`src/rtl/id_ex_stage.sv`:
```
`default_nettype none
// ============================================================================
// Module   : id_ex_stage
// Brief    : Decode-to-execute pipeline register. Holds one decoded
//            instruction, keeps its register operands fresh from the MEM/WB
//            forwarding paths, stalls on load-use hazards and drives the ALU.
// Revision : 1.0 - initial release
// ============================================================================
module id_ex_stage #(
    parameter int DATA_WIDTH = 32,
    parameter int REG_ADDR_W = 5,
    parameter int ALU_OP_W   = 12
) (
    input  logic                  clk,
    input  logic                  rst,
    // decode side
    input  logic                  id_valid,
    output logic                  id_ready,
    input  logic [DATA_WIDTH-1:0] id_pc,
    input  logic [REG_ADDR_W-1:0] id_rs,
    input  logic [REG_ADDR_W-1:0] id_rt,
    input  logic [DATA_WIDTH-1:0] id_rs_data,
    input  logic [DATA_WIDTH-1:0] id_rt_data,
    input  logic [DATA_WIDTH-1:0] id_imm,
    input  logic [4:0]            id_sa,
    input  logic [1:0]            id_a_sel,
    input  logic                  id_b_sel,
    input  logic [ALU_OP_W-1:0]   id_alu_op,
    input  logic [REG_ADDR_W-1:0] id_dst,
    input  logic                  id_reg_we,
    input  logic                  id_mem_rd,
    input  logic                  id_mem_wr,
    // forwarding paths
    input  logic                  mem_fwd_we,
    input  logic [REG_ADDR_W-1:0] mem_fwd_dst,
    input  logic [DATA_WIDTH-1:0] mem_fwd_data,
    input  logic                  mem_fwd_pending,
    input  logic                  wb_fwd_we,
    input  logic [REG_ADDR_W-1:0] wb_fwd_dst,
    input  logic [DATA_WIDTH-1:0] wb_fwd_data,
    input  logic                  flush,
    // execute side
    output logic                  ex_valid,
    input  logic                  ex_ready,
    output logic [DATA_WIDTH-1:0] alu_A,
    output logic [DATA_WIDTH-1:0] alu_B,
    output logic [ALU_OP_W-1:0]   alu_op,
    output logic [DATA_WIDTH-1:0] ex_pc,
    output logic [DATA_WIDTH-1:0] ex_store_data,
    output logic [REG_ADDR_W-1:0] ex_dst,
    output logic                  ex_reg_we,
    output logic                  ex_mem_rd,
    output logic                  ex_mem_wr
);

    typedef enum logic [1:0] {
        S_EMPTY = 2'd0,
        S_FULL  = 2'd1,
        S_STALL = 2'd2
    } state_t;

    state_t                state_q, state_d;
    logic [DATA_WIDTH-1:0] pc_q, rs_data_q, rt_data_q, imm_q;
    logic [REG_ADDR_W-1:0] rs_q, rt_q, dst_q;
    logic [4:0]            sa_q;
    logic [1:0]            a_sel_q;
    logic                  b_sel_q;
    logic [ALU_OP_W-1:0]   op_q;
    logic                  reg_we_q, mem_rd_q, mem_wr_q;

    logic                  w_full, w_id_fire, w_ex_fire;
    logic                  w_haz_held, w_haz_in;
    logic [DATA_WIDTH-1:0] w_rs_cap, w_rt_cap, w_rs_ref, w_rt_ref;

    // Forward select: r0 is hard zero, then a settled MEM result, then WB,
    // otherwise the supplied current value.
    function automatic logic [DATA_WIDTH-1:0] fwd_sel(
        input logic [REG_ADDR_W-1:0] r,
        input logic [DATA_WIDTH-1:0] cur,
        input logic                  m_we,
        input logic [REG_ADDR_W-1:0] m_dst,
        input logic [DATA_WIDTH-1:0] m_data,
        input logic                  m_pend,
        input logic                  w_we,
        input logic [REG_ADDR_W-1:0] w_dst,
        input logic [DATA_WIDTH-1:0] w_data
    );
        logic [DATA_WIDTH-1:0] res;
        if (r == '0)
            res = '0;
        else if (m_we && (m_dst == r) && !m_pend)
            res = m_data;
        else if (w_we && (w_dst == r))
            res = w_data;
        else
            res = cur;
        return res;
    endfunction

    // Handshake and hazard detection; rt always matters because it is store data.
    always_comb begin
        w_full     = (state_q != S_EMPTY);
        ex_valid   = (state_q == S_FULL);
        w_ex_fire  = ex_valid && ex_ready;
        id_ready   = !w_full || w_ex_fire;
        w_id_fire  = id_valid && id_ready;
        w_haz_held = w_full && mem_fwd_pending && mem_fwd_we && (mem_fwd_dst != '0) &&
                     (((a_sel_q == 2'd0) && (mem_fwd_dst == rs_q)) || (mem_fwd_dst == rt_q));
        w_haz_in   = mem_fwd_pending && mem_fwd_we && (mem_fwd_dst != '0) &&
                     (((id_a_sel == 2'd0) && (mem_fwd_dst == id_rs)) || (mem_fwd_dst == id_rt));
        w_rs_cap   = fwd_sel(id_rs, id_rs_data, mem_fwd_we, mem_fwd_dst, mem_fwd_data,
                             mem_fwd_pending, wb_fwd_we, wb_fwd_dst, wb_fwd_data);
        w_rt_cap   = fwd_sel(id_rt, id_rt_data, mem_fwd_we, mem_fwd_dst, mem_fwd_data,
                             mem_fwd_pending, wb_fwd_we, wb_fwd_dst, wb_fwd_data);
        w_rs_ref   = fwd_sel(rs_q, rs_data_q, mem_fwd_we, mem_fwd_dst, mem_fwd_data,
                             mem_fwd_pending, wb_fwd_we, wb_fwd_dst, wb_fwd_data);
        w_rt_ref   = fwd_sel(rt_q, rt_data_q, mem_fwd_we, mem_fwd_dst, mem_fwd_data,
                             mem_fwd_pending, wb_fwd_we, wb_fwd_dst, wb_fwd_data);
    end

    // Next-state logic; flush overrides every other transition.
    always_comb begin
        state_d = state_q;
        if (flush) begin
            state_d = S_EMPTY;
        end else begin
            case (state_q)
                S_EMPTY: if (w_id_fire) state_d = w_haz_in ? S_STALL : S_FULL;
                S_FULL: begin
                    if (w_id_fire)      state_d = w_haz_in ? S_STALL : S_FULL;
                    else if (w_ex_fire) state_d = S_EMPTY;
                    else                state_d = w_haz_held ? S_STALL : S_FULL;
                end
                S_STALL: state_d = w_haz_held ? S_STALL : S_FULL;
                default: state_d = S_EMPTY;
            endcase
        end
    end

    // State register.
    always_ff @(posedge clk) begin
        if (rst) state_q <= S_EMPTY;
        else     state_q <= state_d;
    end

    // Payload: capture on accept (unless flushed), otherwise refresh held operands.
    always_ff @(posedge clk) begin
        if (rst) begin
            pc_q      <= '0;
            rs_q      <= '0;
            rt_q      <= '0;
            rs_data_q <= '0;
            rt_data_q <= '0;
            imm_q     <= '0;
            sa_q      <= '0;
            a_sel_q   <= '0;
            b_sel_q   <= 1'b0;
            op_q      <= '0;
            dst_q     <= '0;
            reg_we_q  <= 1'b0;
            mem_rd_q  <= 1'b0;
            mem_wr_q  <= 1'b0;
        end else if (w_id_fire && !flush) begin
            pc_q      <= id_pc;
            rs_q      <= id_rs;
            rt_q      <= id_rt;
            rs_data_q <= w_rs_cap;
            rt_data_q <= w_rt_cap;
            imm_q     <= id_imm;
            sa_q      <= id_sa;
            a_sel_q   <= id_a_sel;
            b_sel_q   <= id_b_sel;
            op_q      <= id_alu_op;
            dst_q     <= id_dst;
            reg_we_q  <= id_reg_we;
            mem_rd_q  <= id_mem_rd;
            mem_wr_q  <= id_mem_wr;
        end else if (w_full && !w_id_fire) begin
            rs_data_q <= w_rs_ref;
            rt_data_q <= w_rt_ref;
        end
    end

    // Operand muxes from held state; the reserved A select drives zero.
    always_comb begin
        case (a_sel_q)
            2'd0:    alu_A = rs_data_q;
            2'd1:    alu_A = {{(DATA_WIDTH-5){1'b0}}, sa_q};
            2'd2:    alu_A = pc_q;
            default: alu_A = '0;
        endcase
        alu_B         = b_sel_q ? imm_q : rt_data_q;
        alu_op        = op_q;
        ex_pc         = pc_q;
        ex_store_data = rt_data_q;
        ex_dst        = dst_q;
        ex_reg_we     = reg_we_q;
        ex_mem_rd     = mem_rd_q;
        ex_mem_wr     = mem_wr_q;
    end

endmodule
`default_nettype wire

```
`config.mk`:
```
export PLATFORM = sky130hd
export DESIGN_NAME = id_ex_stage
export DESIGN_NICKNAME = d
export VERILOG_FILES = /design/src/rtl/id_ex_stage.sv
export SDC_FILE = /design/constraint.sdc
export NUM_CORES = 1
export LEC_CHECK = 0
export BUFFER_PORTS_ARGS = -buffer_cell sky130_fd_sc_hd__buf_2
export CAP_MARGIN = 20
export CORE_MARGIN = 2
export CORE_UTILIZATION = 25
export CTS_BUF_LIST = sky130_fd_sc_hd__clkbuf_4 sky130_fd_sc_hd__clkbuf_8
export DETAILED_ROUTE_END_ITERATION = 8
export REMOVE_ABC_BUFFERS = 1
export SETUP_SLACK_MARGIN = 0.4
export SYNTH_ARGS = -nofsm -noshare
export SYNTH_HDL_FRONTEND = slang
export SYNTH_SLANG_ARGS = --single-unit
```
`constraint.sdc`:
```
create_clock -name clk -period 1.6 [get_ports clk]
set_input_delay 0.24 -clock clk [delete_from_list [all_inputs] [get_ports clk]]
set_output_delay 0.24 -clock clk [all_outputs]
set_load 0.03 [all_outputs]
```
**After elaboration in Yosys (flattened, before gate mapping)**

Index checks and enable logic that the tools add are counted.
W data, S select, Z words.

- Word-level logic and storage cells: 99
- Bits of input ports: 248
- Bits in registers: 168

- Multiplexer cells: 24
- Eq/ne operators: 13
- Reductions and logical operators: 47

Operators with widths:

| operator | number |
|---|---|
| $mux W32 | 17 |
| $pmux W32 S3 | 1 |
| $eq A5 B5 Y1 | 8 |
| $logic_and A1 B1 Y1 | 25 |
| $logic_not A5 Y1 | 4 |
| $mux W2 | 5 |
| $reduce_bool A4 Y1 | 2 |
| $logic_not A2 Y1 | 3 |
| $pmux W2 S3 | 1 |
| $reduce_bool A5 Y1 | 1 |
| $eq A2 B1 Y1 const B | 2 |
| $eq A2 B2 Y1 const B | 2 |
| $logic_not A1 Y1 | 4 |
| $reduce_and A2 Y1 | 2 |
| $reduce_bool A2 Y1 | 2 |
| $logic_or A1 B1 Y1 | 3 |
| $ne A2 B2 Y1 const B | 1 |
| $reduce_or A2 Y1 | 1 |

**Longest topological paths before layout**

- Depth in word-level cells: 9
- Depth in mapped cells: 9

**Least setup slack after synthesis**

OpenSTA, ideal clock, no wires.

- Path type: reg-to-output
- Start point: reg a_sel_q[1]
- End point: out alu_A[14]
- Data arrival time: 1.760 ns
- Cell stages (with the launch flop): 5
- Slack: -0.400 ns
- Required time: 1.360 ns
- Cells stage by stage: dfxtp_1 -> clkbuf_1 -> buf_1 -> mux2i_1 -> nor2_1

- Cells in the longest elaborated chain, start to end: 2

Ends and longest elaborated chain:

| what | RTL line | text |
|---|---|---|
| from (decl) | 66 | `logic [1:0] a_sel_q;` |
| from (signal assigned) | 171 | `a_sel_q <= id_a_sel;` |
| $eq A2 B2 Y1, or another cell as far along | 186 | `case (a_sel_q)` |
| $pmux W32 S3 (*) | 186 |  |
| to (decl) | 45 | `output logic [DATA_WIDTH-1:0] alu_A,` |

Mark *: on every way between the ends. The rest lies on a longest branch, timed or not.

**Worst setup path after layout**

- Start point: reg rs_q[4]
- End point: reg rs_data_q[10]

- Cells in the longest elaborated chain, start to end: 7

Ends and longest elaborated chain:

| what | RTL line | text |
|---|---|---|
| from (decl) | 64 | `logic [REG_ADDR_W-1:0] rs_q, rt_q, dst_q;` |
| from (signal assigned) | 165 | `rs_q <= id_rs;` |
| $eq A5 B5 Y1 | 91 | `else if (m_we && (m_dst == r) && !m_pend)` |
| $logic_and A1 B1 Y1 (2 in a row) | 91 |  |
| $mux W32 | 91 |  |
| $mux W32 | 89 | `if (r == '0)` |
| $mux W32 | 178 | `end else if (w_full && !w_id_fire) begin` |
| $mux W32 | 163 | `end else if (w_id_fire && !flush) begin` |
| to (signal assigned) | 167 | `rs_data_q <= w_rs_cap;` |
| to (signal assigned) | 179 | `rs_data_q <= w_rs_ref;` |
| to (decl) | 63 | `logic [DATA_WIDTH-1:0] pc_q, rs_data_q, rt_data_q, imm_q;` |

Parallel ways exist; a longest one is shown, timed or not. The select of a mux whose other input is x is not followed.
A chain may end at the register's enable or synchronous reset.

==> impl_metrics.env <==
export IMPL_ir_drop_uv=519
export IMPL_place_inst=2181
export IMPL_grt_ovfl_total=0
export IMPL_min_period_over_period_pct=125
export IMPL_antenna_found_initial=5
export IMPL_synth_top_cell_area_share_pct=34.3
export IMPL_vias=12890
export IMPL_grt_pass1_wl_um=72100
export IMPL_rsz0062_at_grt="true"
export IMPL_avgRoutedWirePerCell_um=23.0
export IMPL_ys_seq_area_share_pct=34.3
export IMPL_worstPathRequired_ns=2.03
export IMPL_core_area_um2=38700
export IMPL_die_area_um2=40900
export IMPL_path_buf_inv=2
export IMPL_via_per_inst=5.35
export IMPL_p_per_area_nw_per_um2=749
export IMPL_path_class="register to register"
export IMPL_async_reset_ff_share_pct=0
export IMPL_rows=72
export IMPL_numCtsBuffers=17
export IMPL_finalSetupViolations=220
export IMPL_start_util_pct=25.3
export IMPL_place_area_um2=13100
export IMPL_clk_latency_ns=0.51
export IMPL_outcome="complete, but fails checks"
export IMPL_worst_pin_slew_ns=0.630
export IMPL_drt_drc_violations_left=0
export IMPL_root_buffer="clkbuf_8"
export IMPL_total_power_mw=13.5
export IMPL_cpLargestDelayFamily="simple AND/OR/NAND/NOR gates"
export IMPL_ys_warn_count=0
export IMPL_syn_inst=1285
export IMPL_die_h_um=202
export IMPL_io_pins=398
export IMPL_drt_iter0_drc=1112
export IMPL_htreeDepth=4
export IMPL_port_buffers=397
export IMPL_cts_tree="yes"
export IMPL_cp_max_fo=7
export IMPL_grt_pass1_vias=12079
export IMPL_ys_types=47
export IMPL_synth_ff_type="dfxtp_1"
export IMPL_maxSlewHeadroom_pct=58.0
export IMPL_place_ws_ns=-0.484
export IMPL_crit_top_cell="buf_12"
export IMPL_grtUsageTotal_pct=23.4
export IMPL_ys_ff_latch=168
export IMPL_yosys_top_cells_count="nand2_1 (265), a21oi_1 (182), dfxtp_1 (168)"
export IMPL_max_freq_ghz=0.501
export IMPL_report_final_slew_viol_count=0
export IMPL_syn_to_final_growth_pct=84.3
export IMPL_clock_sinks=168
export IMPL_skew_ns=0.0142
export IMPL_cp_slowest_cell="or4_4"
export IMPL_avgSynthCellArea_um2=7.64
export IMPL_violations="negative setup slack"
export IMPL_post_route_util_pct=46.7
export IMPL_p_leak_nw=8.14
export IMPL_synth_most_common_cell="nand2_1"
export IMPL_cp_cell_sequence="xor2_1 > or4_4 > a31oi_4 > buf_12 > buf_12 > o21bai_1 > a31oi_1"
export IMPL_hp_class="primary input to register"
export IMPL_die_w_um=202
export IMPL_drt_antenna_violating_nets=0
export IMPL_first_pass_iters=6
export IMPL_cp_start_kind="register"
export IMPL_routed_wl_um=55500
export IMPL_synth_area_leaders="dfxtp_1 (34%), nand2_1 (10%), a21oi_1 (9.3%), mux2i_1 (6.6%), o21bai_1 (4.9%)"
export IMPL_clkSlewWorstSetupHoldPaths_ns=0.11
export IMPL_finalWeightedCongestion=0.861
export IMPL_grt_max_degree=87
export IMPL_cpPeakStageDelay_ns=0.53
export IMPL_synth_top_area_cell="dfxtp_1"
export IMPL_drive_gt1_share_pct=48.1
export IMPL_nets=2122
export IMPL_final_area_um2=18100
export IMPL_fin_crit_ns=2.00
export IMPL_fin_setup_tns_ns=-46.67
export IMPL_final_cells=2410
export IMPL_syn_area_um2=9820
export IMPL_worst_slack_ns=-0.396
export IMPL_end_kind="register"
export IMPL_critPathArrivalTime_ns=2.43
export IMPL_clock_path_buffers=2
export IMPL_hold_ws_ns=0.0353
export IMPL_dp_hpwl_um=31000
export IMPL_max_cap_violations=0
export IMPL_hold_violations=0
export IMPL_synth_edf_count=0
registers in the layout, summed over array words and instances, names as in the netlist, 5 cells and up:
register / flops
ex_pc: 32
rt_q: 5
ex_store_data: 32
rs_data_q: 32
alu_op: 12
imm_q: 32
rs_q: 5
sa_q: 5
ex_dst: 5
area by class of cell:
| cell class | count | area [µm²] |
|---|---|---|
| fillers | 3552 | 20600 |
| diodes | 5 | 12.5 |
| clock buffers | 18 | 248 |
| multi-input cells | 992 | 7110 |
| inverters | 4 | 17.5 |
| well taps | 518 | 648 |
| repair buffers | 691 | 6420 |
| flip-flops and latches | 168 | 3410 |
| clock inverters | 14 | 233 |
metal layers:
layer  GRT usage (%)  part of all wire (%)  vias up
met4            10.5                   4.0        0
met2            38.7                    48      797
met1            29.1                    40     6176
met3            4.95                   8.3      157
met5               0                     0        -
li1                -                     -     5760
logic make-up (layout without fill, tap and decap cells):
family	after synthesis	in the layout	share of synthesized area, %
buffers and inverters	125	727	6.21
flip-flops	168	168	34.3
AND/OR/NAND/NOR	396	396	16.3
other	0	5	0
AO/OA/AOI/OAI	459	459	29.4
multiplexers	97	97	10.3
XOR/XNOR	40	40	3.57
cell usage in the layout (no fill, tap or decap), types with 62 or more instances in the layout:
cell type        n
dlygate4sd3_1   93
nor2_1          95
nand2_1        167
a21oi_2         72
buf_6           77
a21oi_1        110
o21bai_1        62
buf_4           96
buf_2          325
dfxtp_1        149
timing repair:
action | in CTS | in global routing
pin swaps | 30 | 187
endpoints found under the hold margin | 93 | 0
cloned | 23 | 20
endpoints found under the setup margin | 318 | 318
setup buffers | 42 | 14
hold buffers | 93 | 0
gates resized for setup | 188 | 367
final timing paths:
| check | startpoint | to | slack (ns) | cells past startpoint |
|---|---|---|---|---|
| max | rs_q[4]$_SDFFE_PP0P_ | rs_data_q[10]$_SDFFE_PP0P_ | -0.40 | 7 |
| max reg2reg | rs_q[4]$_SDFFE_PP0P_ | rs_data_q[10]$_SDFFE_PP0P_ | -0.40 | 7 |
| min reg2reg | ex_dst[0]$_SDFFE_PP0P_ | ex_dst[0]$_SDFFE_PP0P_ | 0.46 | 2 |
| min | mem_fwd_data[6] | rs_data_q[6]$_SDFFE_PP0P_ | 0.04 | 3 |
worst register-to-register path, stage by stage, from the launching register on:
cell and delay, ns:
dfxtp_2 0.38, xor2_1 0.19, or4_4 0.53, a31oi_4 0.23
buf_12 0.19, buf_12 0.16, o21bai_1 0.08, a31oi_1 0.17
power breakdown:
group	switching [mW]	internal [mW]	leakage [nW]
registers	0.285	4.47	1.39
logic	2.59	2.30	6.51
clock network	1.96	1.95	0.239
(Power assumes the default switching activity.)
